## config.mk

```make
export PLATFORM = sky130hd
export DESIGN_NAME = fpa_param_addsub
export DESIGN_NICKNAME = d
export VERILOG_FILES = /design/src/rtl/fpa_param_addsub.sv
export SDC_FILE = /design/constraint.sdc
export NUM_CORES = 1
export LEC_CHECK = 0
export ABC_AREA = 1
export CORE_MARGIN = 1.5
export CORE_UTILIZATION = 38
export CTS_BUF_LIST = sky130_fd_sc_hd__clkbuf_16
export DETAILED_ROUTE_END_ITERATION = 8
export GPL_ROUTABILITY_DRIVEN = 0
export GPL_TIMING_DRIVEN = 0
export PLACE_DENSITY = 0.59
export SYNTH_ARGS = -nofsm -noshare
export SYNTH_HDL_FRONTEND = slang
export SYNTH_SLANG_ARGS = --single-unit
export TNS_END_PERCENT = 100
```

## constraint.sdc

```tcl
create_clock -name clk -period 3.1 [get_ports clk]
set_input_delay 0.93 -clock clk [delete_from_list [all_inputs] [get_ports clk]]
set_output_delay 0.93 -clock clk [all_outputs]
set_load 0.02 [all_outputs]
```

## src/rtl/fpa_param_addsub.sv

```systemverilog
// rtl/fpa_param_addsub.sv - multi-cycle parameterised float add/sub, truncating, no subnormals
module fpa_param_addsub #(
    parameter int EW = 4,
    parameter int MW = 3,
    localparam int W = EW + MW + 1
) (
    input  logic         clk,
    input  logic         clr,
    input  logic         start,
    output logic         in_ready,
    input  logic         op,
    input  logic [W-1:0] a,
    input  logic [W-1:0] b,
    output logic [W-1:0] ans,
    output logic [3:0]   ans_except,
    output logic         out_valid,
    input  logic         out_ready,
    output logic [2:0]   state
);

    typedef enum logic [2:0] {
        S_IDLE  = 3'd0,
        S_LOAD  = 3'd1,
        S_ALIGN = 3'd2,
        S_ADD   = 3'd3,
        S_NORM  = 3'd4,
        S_DONE  = 3'd5
    } state_t;

    localparam logic [EW-1:0] EXP_MAX   = '1;
    localparam logic [EW-1:0] EXP_ONE   = EW'(1);
    localparam logic [EW-1:0] ALIGN_MAX = EW'(MW + 1);

    state_t          st;
    logic [W-1:0]    a_r, b_r;
    logic            sign_r, sub_r, inexact_r;
    logic [EW-1:0]   exp_r, d_r;
    logic [MW:0]     sig_gt, sig_ls;
    logic [MW+1:0]   sum_r;

    // Operand ordering and special-case decode, used only in LOAD
    logic            a_inf, b_inf, a_is_gt, gt_zero, ls_zero, inf_sign;
    logic [W-1:0]    gt_w, ls_w;
    logic [EW-1:0]   gt_exp, ls_exp, exp_inc;

    always_comb begin
        a_inf    = (a_r[W-2:MW] == EXP_MAX);
        b_inf    = (b_r[W-2:MW] == EXP_MAX);
        inf_sign = a_inf ? a_r[W-1] : b_r[W-1];
        a_is_gt  = (a_r[W-2:0] >= b_r[W-2:0]);
        gt_w     = a_is_gt ? a_r : b_r;
        ls_w     = a_is_gt ? b_r : a_r;
        gt_exp   = gt_w[W-2:MW];
        ls_exp   = ls_w[W-2:MW];
        gt_zero  = (gt_exp == '0);
        ls_zero  = (ls_exp == '0);
        exp_inc  = exp_r + 1'b1;
    end

    assign state = st;

    always_ff @(posedge clk) begin
        if (clr) begin
            st         <= S_IDLE;
            in_ready   <= 1'b1;
            out_valid  <= 1'b0;
            ans        <= '0;
            ans_except <= '0;
            a_r        <= '0;
            b_r        <= '0;
            sign_r     <= 1'b0;
            sub_r      <= 1'b0;
            inexact_r  <= 1'b0;
            exp_r      <= '0;
            d_r        <= '0;
            sig_gt     <= '0;
            sig_ls     <= '0;
            sum_r      <= '0;
        end else begin
            case (st)
                S_IDLE: begin
                    if (start) begin
                        a_r        <= a;
                        b_r        <= {b[W-1] ^ op, b[W-2:0]};
                        ans_except <= '0;
                        in_ready   <= 1'b0;
                        st         <= S_LOAD;
                    end
                end

                S_LOAD: begin
                    if (a_inf || b_inf) begin
                        ans        <= {inf_sign, EXP_MAX, {MW{1'b0}}};
                        ans_except <= 4'b1000;
                        out_valid  <= 1'b1;
                        st         <= S_DONE;
                    end else begin
                        sign_r    <= gt_w[W-1];
                        sub_r     <= a_r[W-1] ^ b_r[W-1];
                        exp_r     <= gt_exp;
                        d_r       <= gt_exp - ls_exp;
                        sig_gt    <= gt_zero ? '0 : {1'b1, gt_w[MW-1:0]};
                        sig_ls    <= ls_zero ? '0 : {1'b1, ls_w[MW-1:0]};
                        inexact_r <= 1'b0;
                        st        <= ((gt_exp != ls_exp) && !ls_zero) ? S_ALIGN : S_ADD;
                    end
                end

                S_ALIGN: begin
                    // A shift past the whole significand drains it in a single cycle
                    if (d_r > ALIGN_MAX) begin
                        sig_ls    <= '0;
                        inexact_r <= 1'b1;
                        st        <= S_ADD;
                    end else begin
                        sig_ls    <= sig_ls >> 1;
                        inexact_r <= inexact_r | sig_ls[0];
                        d_r       <= d_r - 1'b1;
                        if (d_r == EXP_ONE)
                            st <= S_ADD;
                    end
                end

                S_ADD: begin
                    // gt >= ls after ordering and alignment, so the difference never goes negative
                    if (sub_r)
                        sum_r <= {1'b0, sig_gt} - {1'b0, sig_ls};
                    else
                        sum_r <= {1'b0, sig_gt} + {1'b0, sig_ls};
                    st <= S_NORM;
                end

                S_NORM: begin
                    if (sum_r == '0) begin
                        ans        <= '0;
                        ans_except <= {3'b001, inexact_r};
                        out_valid  <= 1'b1;
                        st         <= S_DONE;
                    end else if (sum_r[MW+1]) begin
                        if (exp_inc == EXP_MAX) begin
                            ans        <= {sign_r, EXP_MAX, {MW{1'b0}}};
                            ans_except <= {3'b100, inexact_r | sum_r[0]};
                        end else begin
                            ans        <= {sign_r, exp_inc, sum_r[MW:1]};
                            ans_except <= {3'b000, inexact_r | sum_r[0]};
                        end
                        out_valid <= 1'b1;
                        st        <= S_DONE;
                    end else if (!sum_r[MW]) begin
                        // Decrementing into exponent 0 would need a subnormal: flush to zero
                        if (exp_r == EXP_ONE) begin
                            ans        <= {sign_r, {EW{1'b0}}, {MW{1'b0}}};
                            ans_except <= {3'b011, inexact_r};
                            out_valid  <= 1'b1;
                            st         <= S_DONE;
                        end else begin
                            sum_r <= sum_r << 1;
                            exp_r <= exp_r - 1'b1;
                        end
                    end else begin
                        ans        <= {sign_r, exp_r, sum_r[MW-1:0]};
                        ans_except <= {3'b000, inexact_r};
                        out_valid  <= 1'b1;
                        st         <= S_DONE;
                    end
                end

                S_DONE: begin
                    if (out_ready) begin
                        out_valid <= 1'b0;
                        in_ready  <= 1'b1;
                        st        <= S_IDLE;
                    end
                end

                default: begin
                    out_valid <= 1'b0;
                    in_ready  <= 1'b1;
                    st        <= S_IDLE;
                end
            endcase
        end
    end

endmodule

```

* After elaboration in Yosys (flattened, before gate mapping) *
Cells that the tools add are included.

word-level totals
  input port bits = 21
  output and inout port bits = 17
  word-level logic and storage cells = 142
  bits in registers = 57

cells by class
  reduce and logical (&&, ||, !) cells = 26
  muxes and demuxes = 62
  bitwise gates (word level) = 7
  $add $sub $neg = 6
  $lt $le $gt $ge = 2
  equal/unequal tests = 22

operator list
  cell                   count
  $mux W4                19
  $mux W8                6
  $mux W3                10
  $pmux W4 S2            3
  $ne A2 B2 Y1 const B   9
  $pmux W3 S6            1
  $pmux W8 S2            1
  $mux W5                3
  $mux W7                2
  $eq A4 B4 Y1 const B   3
  $mux W1                12
  $pmux W4 S3            1
  $reduce_and A3 Y1      4
  $reduce_and A4 Y1      3
  $pmux W5 S2            1
  $eq A4 B1 Y1 const B   2
  $logic_not A4 Y1       2
  $reduce_and A2 Y1      4
  $sub A4 B1 Y4 const B  2
  $ge A7 B7 Y1           1
  $eq A3 B2 Y1 const B   2
  $eq A3 B3 Y1 const B   2
  $reduce_and A6 Y1      1
  $reduce_bool A2 Y1     3
  other kinds (24)       28

* Logic depth before layout (Yosys ltp) *
Gate-level depths: netlist of the first run.

  word-level depth = 8
  gate-level depth with buffers = 17
  gate-level depth less buffers = 17

* Worst setup path after synthesis of the first run *
No wires, ideal clock.

  path kind = flip-flop to flip-flop
  start point = register b_r[5]
  end point = register d_r[2]
  buffers on the path = 0
  required time = 2.981 ns
  setup time = 0.119 ns
  setup slack = 0.937 ns
  arrival time = 2.044 ns
  stages on the path, launching flop included = 16
  clock period less this slack = 2.163 ns
  cell sequence = dfxtp_1 -> inv_1 -> ha_1 -> nand2_1 -> nor2_1 -> nand2_2 -> nand2_2 -> nand2_1 -> nand2_1 -> nand2_1 -> ha_1 -> inv_1 -> nand2_1 -> or2_2 -> nand3_1 -> a21oi_1

between the ends
  word-level cells in the longest chain between the ends = 5
  elaborated cells between the ends (all ways) = 10
  classes of those cells = 1 x add/sub; 1 x order compare; 2 x eq/ne; 4 x mux; 2 x reduce/logical

ends and longest elaborated chain
  element                             RTL line  RTL
  start, declared                     35        logic [W-1:0] a_r, b_r;
  start signal, assigned              84        b_r <= {b[W-1] ^ op, b[W-2:0]};
  $ge A7 B7 Y1                        50        a_is_gt = (a_r[W-2:0] >= b_r[W-2:0]);
  $mux W8 or $mux W7 (tied branches)  51, 52
  $sub A4 B4 Y4                       101       d_r <= gt_exp - ls_exp;
  $mux W4                             92        if (a_inf || b_inf) begin
  $pmux W4 S2                         80        case (st)
  end signal, assigned                101
  end signal, assigned                118       d_r <= d_r - 1'b1;
  end, declared                       37        logic [EW-1:0] exp_r, d_r;

Parallel ways exist; a longest one is shown, timed or not. The select of a mux whose other input is x is not followed.
A chain may end at the register's enable or synchronous reset.

* Worst setup path in the final report of the first run *
Ends and elaborated chain as after synthesis.

==> metrics.txt, run 1 <==
outcome=finished, final reports clean; Crit path top cell by count=nand2_1; Synth Cell Area=3370 sq um; LEAKAGE=about 1.8 nW; Pwr Density=~1000 nW/um^2; design area=between 4000 and 5000 sq um; vias in the first global route=roughly 3,300; CP required=~3300 ps; total power=about 4.2 mW; slew margin rel.=between 50% and 60%; Hold Fails Final Rpt=0; share of cells above drive strength 1=slightly below 7%; Hold Path Depth=2; Hold WS=around 460 ps; Nets=577; yosys warns=0; Met2 Wirelength=~4200 um; Post-CTS Hold Fix Bufs=0; leading area contributor after synthesis=dfxtp_1; Metal-1 WL=slightly above 4000 um; CP endpoint kind=flip-flop; DR WL met3=approximately 400 um; antenna violations before repair=0; Max Clock Freq=roughly 0.39 GHz; fin crit period=2550 ps; WP data arrival=roughly 2800 ps; Setup Buffers After CTS=0; dpl hpwl=6940 um; crit-path max FO=9; worst-margin pin slew=around 740 ps; period utilization=between 80% and 90%; Synth Net Count=530; Critical Setup Path Class=flip-flop to flip-flop; Tot GR Track Use=between 15 and 20%; io pins=38; H-tree Lvls=3; CP max stage cell=ha_1; RSZ-0062 raised after global routing=no; Area Growth Syn to Fin=22.2%; CTS clk-pin slew, worst paths=50 ps; root buffer cell=clkbuf_16; I/O Buffers=36; Yosys cell types=37; Post-synth EDFFs=0; drt first pass iters=4; R2R Setup Slk=550 ps; first-pass GRT wire length=around 15,000 um; Core ar.=around 8600 sq um; CTS Sinks=57; Routed Wire Length=between 8000 and 9000 um; Final Non-Filler Cells=between 600 and 700; largest net degree at the start of global routing=11; post-synthesis register bit count=57; Vias=3,319; Die Ht=97.1 um; # setup viols final=0; Antenna Cells=0; async set-reset flop share out of synthesis=0%; Max clock buf depth=2; CTS buffer count=9; Worst setup SP type=flip-flop; Avg Inst Size Synth=~7 sq um; Max Cap Viol=0; crit path cell chain=inv_1, ha_1, nand2_1, nor2_1, nand2_2, nand2_2, nand2_1, nand2_1, nand2_1, ha_1, inv_1, nand2_1, or2_2, nand3_1, a21oi_1; Slew Viols, Final=0; Synth area leaders=dfxtp_1 34%, nand2_1 12%, a21oi_1 7.9%; Vias/cell=just over 5; CTS tree=yes; Initial Utilization=roughly two fifths; Die W=approximately 97 um; Final ANT Viol Nets=0; Layout Skew=around 8.3 ps; hold crit path type=flip-flop to flip-flop; Resized cells post-CTS=0; Max stage delay on crit path=between 300 and 400 ps; total placed cells including tap cells=633; sequential-to-total area share from yosys stat=about a third; R2R depth=15; # DRC=0; total grt overflow=0; Rows=34; Post-synth top flop=dfxtp_1; initial DRC count=99; Area after DPL=approximately 3900 sq um; Syn Inst Count=489; drt wl/cell=13.7 um; die area=9430 sq um; setup_tns=0 ps; Peak VDD IR=roughly 410 uV; count leader, synth=nand2_1; commonest cells in the netlist=104 x nand2_1, 65 x inv_1, 57 x dfxtp_1; clk_lat worst skew=330 ps; post-synth top area share=roughly 34%; Top Layer Used=met4
[worst paths after layout]
kind / to / startpoint
setup / recovery: d_r[2] / b_r[5]
hold / removal: ans[3] / ans[3]
setup reg to reg: d_r[2] / b_r[5]
hold reg to reg: ans[3] / ans[3]
[placed cells by master, fill, tap and decap left out, types with 3 or more instances in the layout]
| cell type | Yosys | layout |
|---|---|---|
| inv_1 | 65 | 66 |
| xnor2_1 | 4 | 4 |
| nand3_1 | 29 | 29 |
| nor3_1 | 5 | 5 |
| nor2_1 | 30 | 30 |
| clkdlybuf4s50_1 | 0 | 36 |
| buf_2 | 4 | 4 |
| inv_2 | 6 | 6 |
| o2111ai_1 | 4 | 4 |
| o21ai_1 | 3 | 3 |
| a31oi_1 | 7 | 7 |
| nand2_2 | 5 | 5 |
| dfxtp_1 | 57 | 57 |
| clkbuf_1 | 8 | 8 |
| clkinv_1 | 0 | 3 |
| o31ai_1 | 3 | 3 |
| nand2_1 | 104 | 104 |
| o21ai_0 | 48 | 48 |
| a211oi_1 | 3 | 3 |
| a21oi_1 | 53 | 53 |
| or2_2 | 3 | 3 |
| nand4_1 | 4 | 4 |
| ha_1 | 19 | 19 |
| xor2_1 | 6 | 6 |
| clkbuf_16 | 0 | 9 |
[where the power goes]
part	switching (mW)	total, mW	internal [mW]	leakage (nW)
Clock	0.328	0.849	0.521	0.125
Combinational	1.41	2.22	0.808	1.18
Sequential	0.166	1.10	0.934	0.466
Total	1.90	4.17	2.26	1.77
[final cells by class]
type | count | area [sq um]
fill | 917 | 4520
multi-input combinational | 348 | 1900
sequential | 57 | 1140
timing repair buffer | 36 | 360
inverter | 71 | 267
clock buffer | 9 | 225
tap | 108 | 135
buffer | 13 | 57.6
clock inverter | 6 | 27.5
[logic make-up (layout without fill, tap and decap cells)]
family,Yosys count,count (layout),share of synthesized area [%]
compound gates,133,133,22.6
xor+xnor,10,10,2.60
fa+ha+maj,20,20,7.66
buf+inv,84,135,9.62
flops,57,57,33.9
simple gates,185,185,23.6
[worst max-delay path: cells and delay by family, from the launching register on]
kind | cells | cell delay (ps)
buffers and inverters | 2 | 150
AND/OR/NAND/NOR | 10 | 1330
flip-flops | 1 | 350
adder cells (fa/ha/maj) | 2 | 550
AO/OA/AOI/OAI | 1 | 60
[layer usage]
metal / GRT usage [%] / vias to the layer above
met5: 0 / -
met4: 7.92 / 0
met3: 3.96 / 17
met2: 34.8 / 108
met1: 23.5 / 1468
li1: - / 1726
[stage by stage]
step           util [%]  worst slack (ps)
3_3_place_gp       44.7               647
4_1_cts            47.7               578
2_1_floorplan         -               937
5_1_grt            47.7               333
6_report           47.7               554
3_5_place_dp       44.7               613
[registers in the layout (all words and copies together), names as in the netlist]
register,count
inexact_r,1
a_r,8
sub_r,1
sig_gt,4
d_r,4
sig_ls,4
in_ready,1
state,3
b_r,8
exp_r,4
sum_r,5
sign_r,1
ans,8
out_valid,1
ans_except,4
Power figures use the tool's default switching activity.
==> run 2, diff against run 1 <==
--- a/config.mk
+++ b/config.mk
@@ -12,7 +12,7 @@
 export DETAILED_ROUTE_END_ITERATION = 8
 export GPL_ROUTABILITY_DRIVEN = 0
 export GPL_TIMING_DRIVEN = 0
-export PLACE_DENSITY = 0.59
+export PLACE_DENSITY = 0.61
 export SYNTH_ARGS = -nofsm -noshare
 export SYNTH_HDL_FRONTEND = slang
 export SYNTH_SLANG_ARGS = --single-unit
==> constraint.sdc (replaced) <==
create_clock -name clk -period 2.05 [get_ports clk]
set_input_delay 0.615 -clock clk [delete_from_list [all_inputs] [get_ports clk]]
set_output_delay 0.615 -clock clk [all_outputs]
set_load 0.02 [all_outputs]
==> metrics.txt, run 2 (synthesis gave the netlist of run 1 again) <==
outcome=finished, violations left; failing checks=negative setup slack; CP max stage cell=dfxtp_2; Comb power frac=60.0%; switching power share of the total=between 40% and 50%; switching power=between 3 and 4 mW; WP data arrival=2300 ps; share of cells above drive strength 1=22.8%; Initial Utilization=between 30 and 40%; Clock Power Share=17.1%; # DRC=0; worst-margin pin slew=601 ps; Critical Setup Path Class=flip-flop to flip-flop; Final ANT Viol Nets=0; Pwr Density=about 1600 nW/um^2; CP endpoint kind=flip-flop; CTS tree=yes; Peak VDD IR=about 860 uV; LEAKAGE=about 2.0 nW; Top Layer Used=met4; Nets=approximately 600; CTS buffer count=9; hold crit path type=flip-flop to flip-flop; drt first pass iters=4; CTS Sinks=between 50 and 60; DR WL met3=412 um; Crit path max-delay family=compound AO/OA/AOI/OAI gates; Vias=3,410; period utilization=103%; io pins=38; Hold WS=460 ps; crit path cell chain=inv_4, ha_4, nand2_2, nand2_2, a21oi_4, nand2_8, nand2_2, nand2_2, nand2_4, ha_4, a211oi_2, a211oi_2; FF/Latch Area=1160 sq um; RSZ-0062 raised after global routing=yes; most frequent cells in the layout=83 x nand2_1, 57 x inv_1, 49 x a21oi_1; first-pass GRT wire length=roughly 15,000 um; Slew Viols, Final=0; Worst setup SP type=flip-flop; initial DRC count=between 100 and 150; Routed Wire Length=9500 um; Die Ht=between 90 and 100 um; Antenna Cells=0; Area Growth Syn to Fin=36.5%; Max Cap Viol=0; design area=approximately 4600 sq um; Max clock buf depth=2; WP buf/inv=1; vias in the first global route=between 3,000 and 4,000; sequential power share=a little under a quarter; root buffer cell=clkbuf_16; Die W=approximately 97 um; Crit path top cell by count=nand2_2; dpl hpwl=6830 um; fin crit period=approximately 2100 ps; Rows=34; drt wl/cell=~14 um; Met2 Wirelength=4700 um; crit-path max FO=7; largest net degree at the start of global routing=11; H-tree Lvls=3; Max stage delay on crit path=~360 ps; clk_lat worst skew=approximately 320 ps; total power=approximately 7.5 mW; Post-CTS Hold Fix Bufs=0; final worst setup slack=-63.8 ps; Area after DPL=3910 sq um; slew margin rel.=around 60%; Int Power=about 4 mW; Layout fillers=~860; Layout Skew=a little under 5 ps; Hold Fails Final Rpt=0; Vias/cell=5.10; Tot GR Track Use=20.1%; CP required=about 2200 ps; total grt overflow=0; CTS clk-pin slew, worst paths=about 50 ps; # setup viols final=3; commonest non-fill, non-tap cell in the layout=nand2_1; area of the multi-input gates=2200 sq um; Metal-1 WL=4150 um; I/O Buffers=36; die area=~9400 sq um; antenna violations before repair=0; Largest regs=a_r x8, ans x8, b_r x8; Core ar.=8640 sq um; Util after Layout=approximately 53%; Max Clock Freq=around 0.47 GHz
-- run 2: final timing paths --
kind                             start     end  slack (ps)  cells past startpoint
worst max-delay path            b_r[4]  d_r[1]         -60                     12
worst min register to register  ans[1]  ans[1]         460                      2
worst max register to register  b_r[4]  d_r[1]         -60                     12
worst min-delay path            ans[1]  ans[1]         460                      2
-- run 2: repair_timing --
item                                    4_1_cts  5_1_grt
gates resized for setup                      22       64
endpoints found under the setup margin       20       22
pin swaps                                     9       24
buffers inserted                             12        9
-- run 2: power groups by stage --
stage	Clock, mW	Combinational (mW)	Sequential, mW
2_1_floorplan	0	2.49	1.71
3_3_place_gp	0	3.36	1.69
3_5_place_dp	0	3.39	1.69
4_1_cts	1.31	3.76	1.69
5_1_grt	1.36	5.01	1.76
6_report	1.29	4.52	1.72
-- run 2: final cells by class --
type / count / share of cell area [%]
multi-input cells: 348 / 47.8
flip-flops and latches: 57 / 25.2
repair buffers: 56 / 11.2
inverters: 71 / 5.96
clock buffers: 9 / 4.90
well taps: 108 / 2.94
plain buffers: 13 / 1.33
clock inverters: 7 / 0.654
-- run 2: stage by stage --
step | TNS (ps) | cells | setup slack (ps)
floorplan | 0 | 489 | 5.59
global placement | -1160 | 633 | -255
detailed placement | -1710 | 633 | -273
CTS | -53.3 | 661 | -53.3
global route | -1350 | 669 | -152
finish | -122 | 669 | -63.8
-- run 2: worst register-to-register path, cell delays in order, from the launching register on --
cell and delay [ps]:
dfxtp_2 360, inv_4 60, ha_4 250, nand2_2 60, nand2_2 70, a21oi_4 280
nand2_8 110, nand2_2 80, nand2_2 80, nand2_4 100, ha_4 210, a211oi_2 250
a211oi_2 60
-- run 2: metal layers --
metal  vias up  GRT usage [%]
met3        18           5.40
met2        78           34.9
met5         -              0
li1       1767              -
met1      1547           23.4
met4         0           7.69
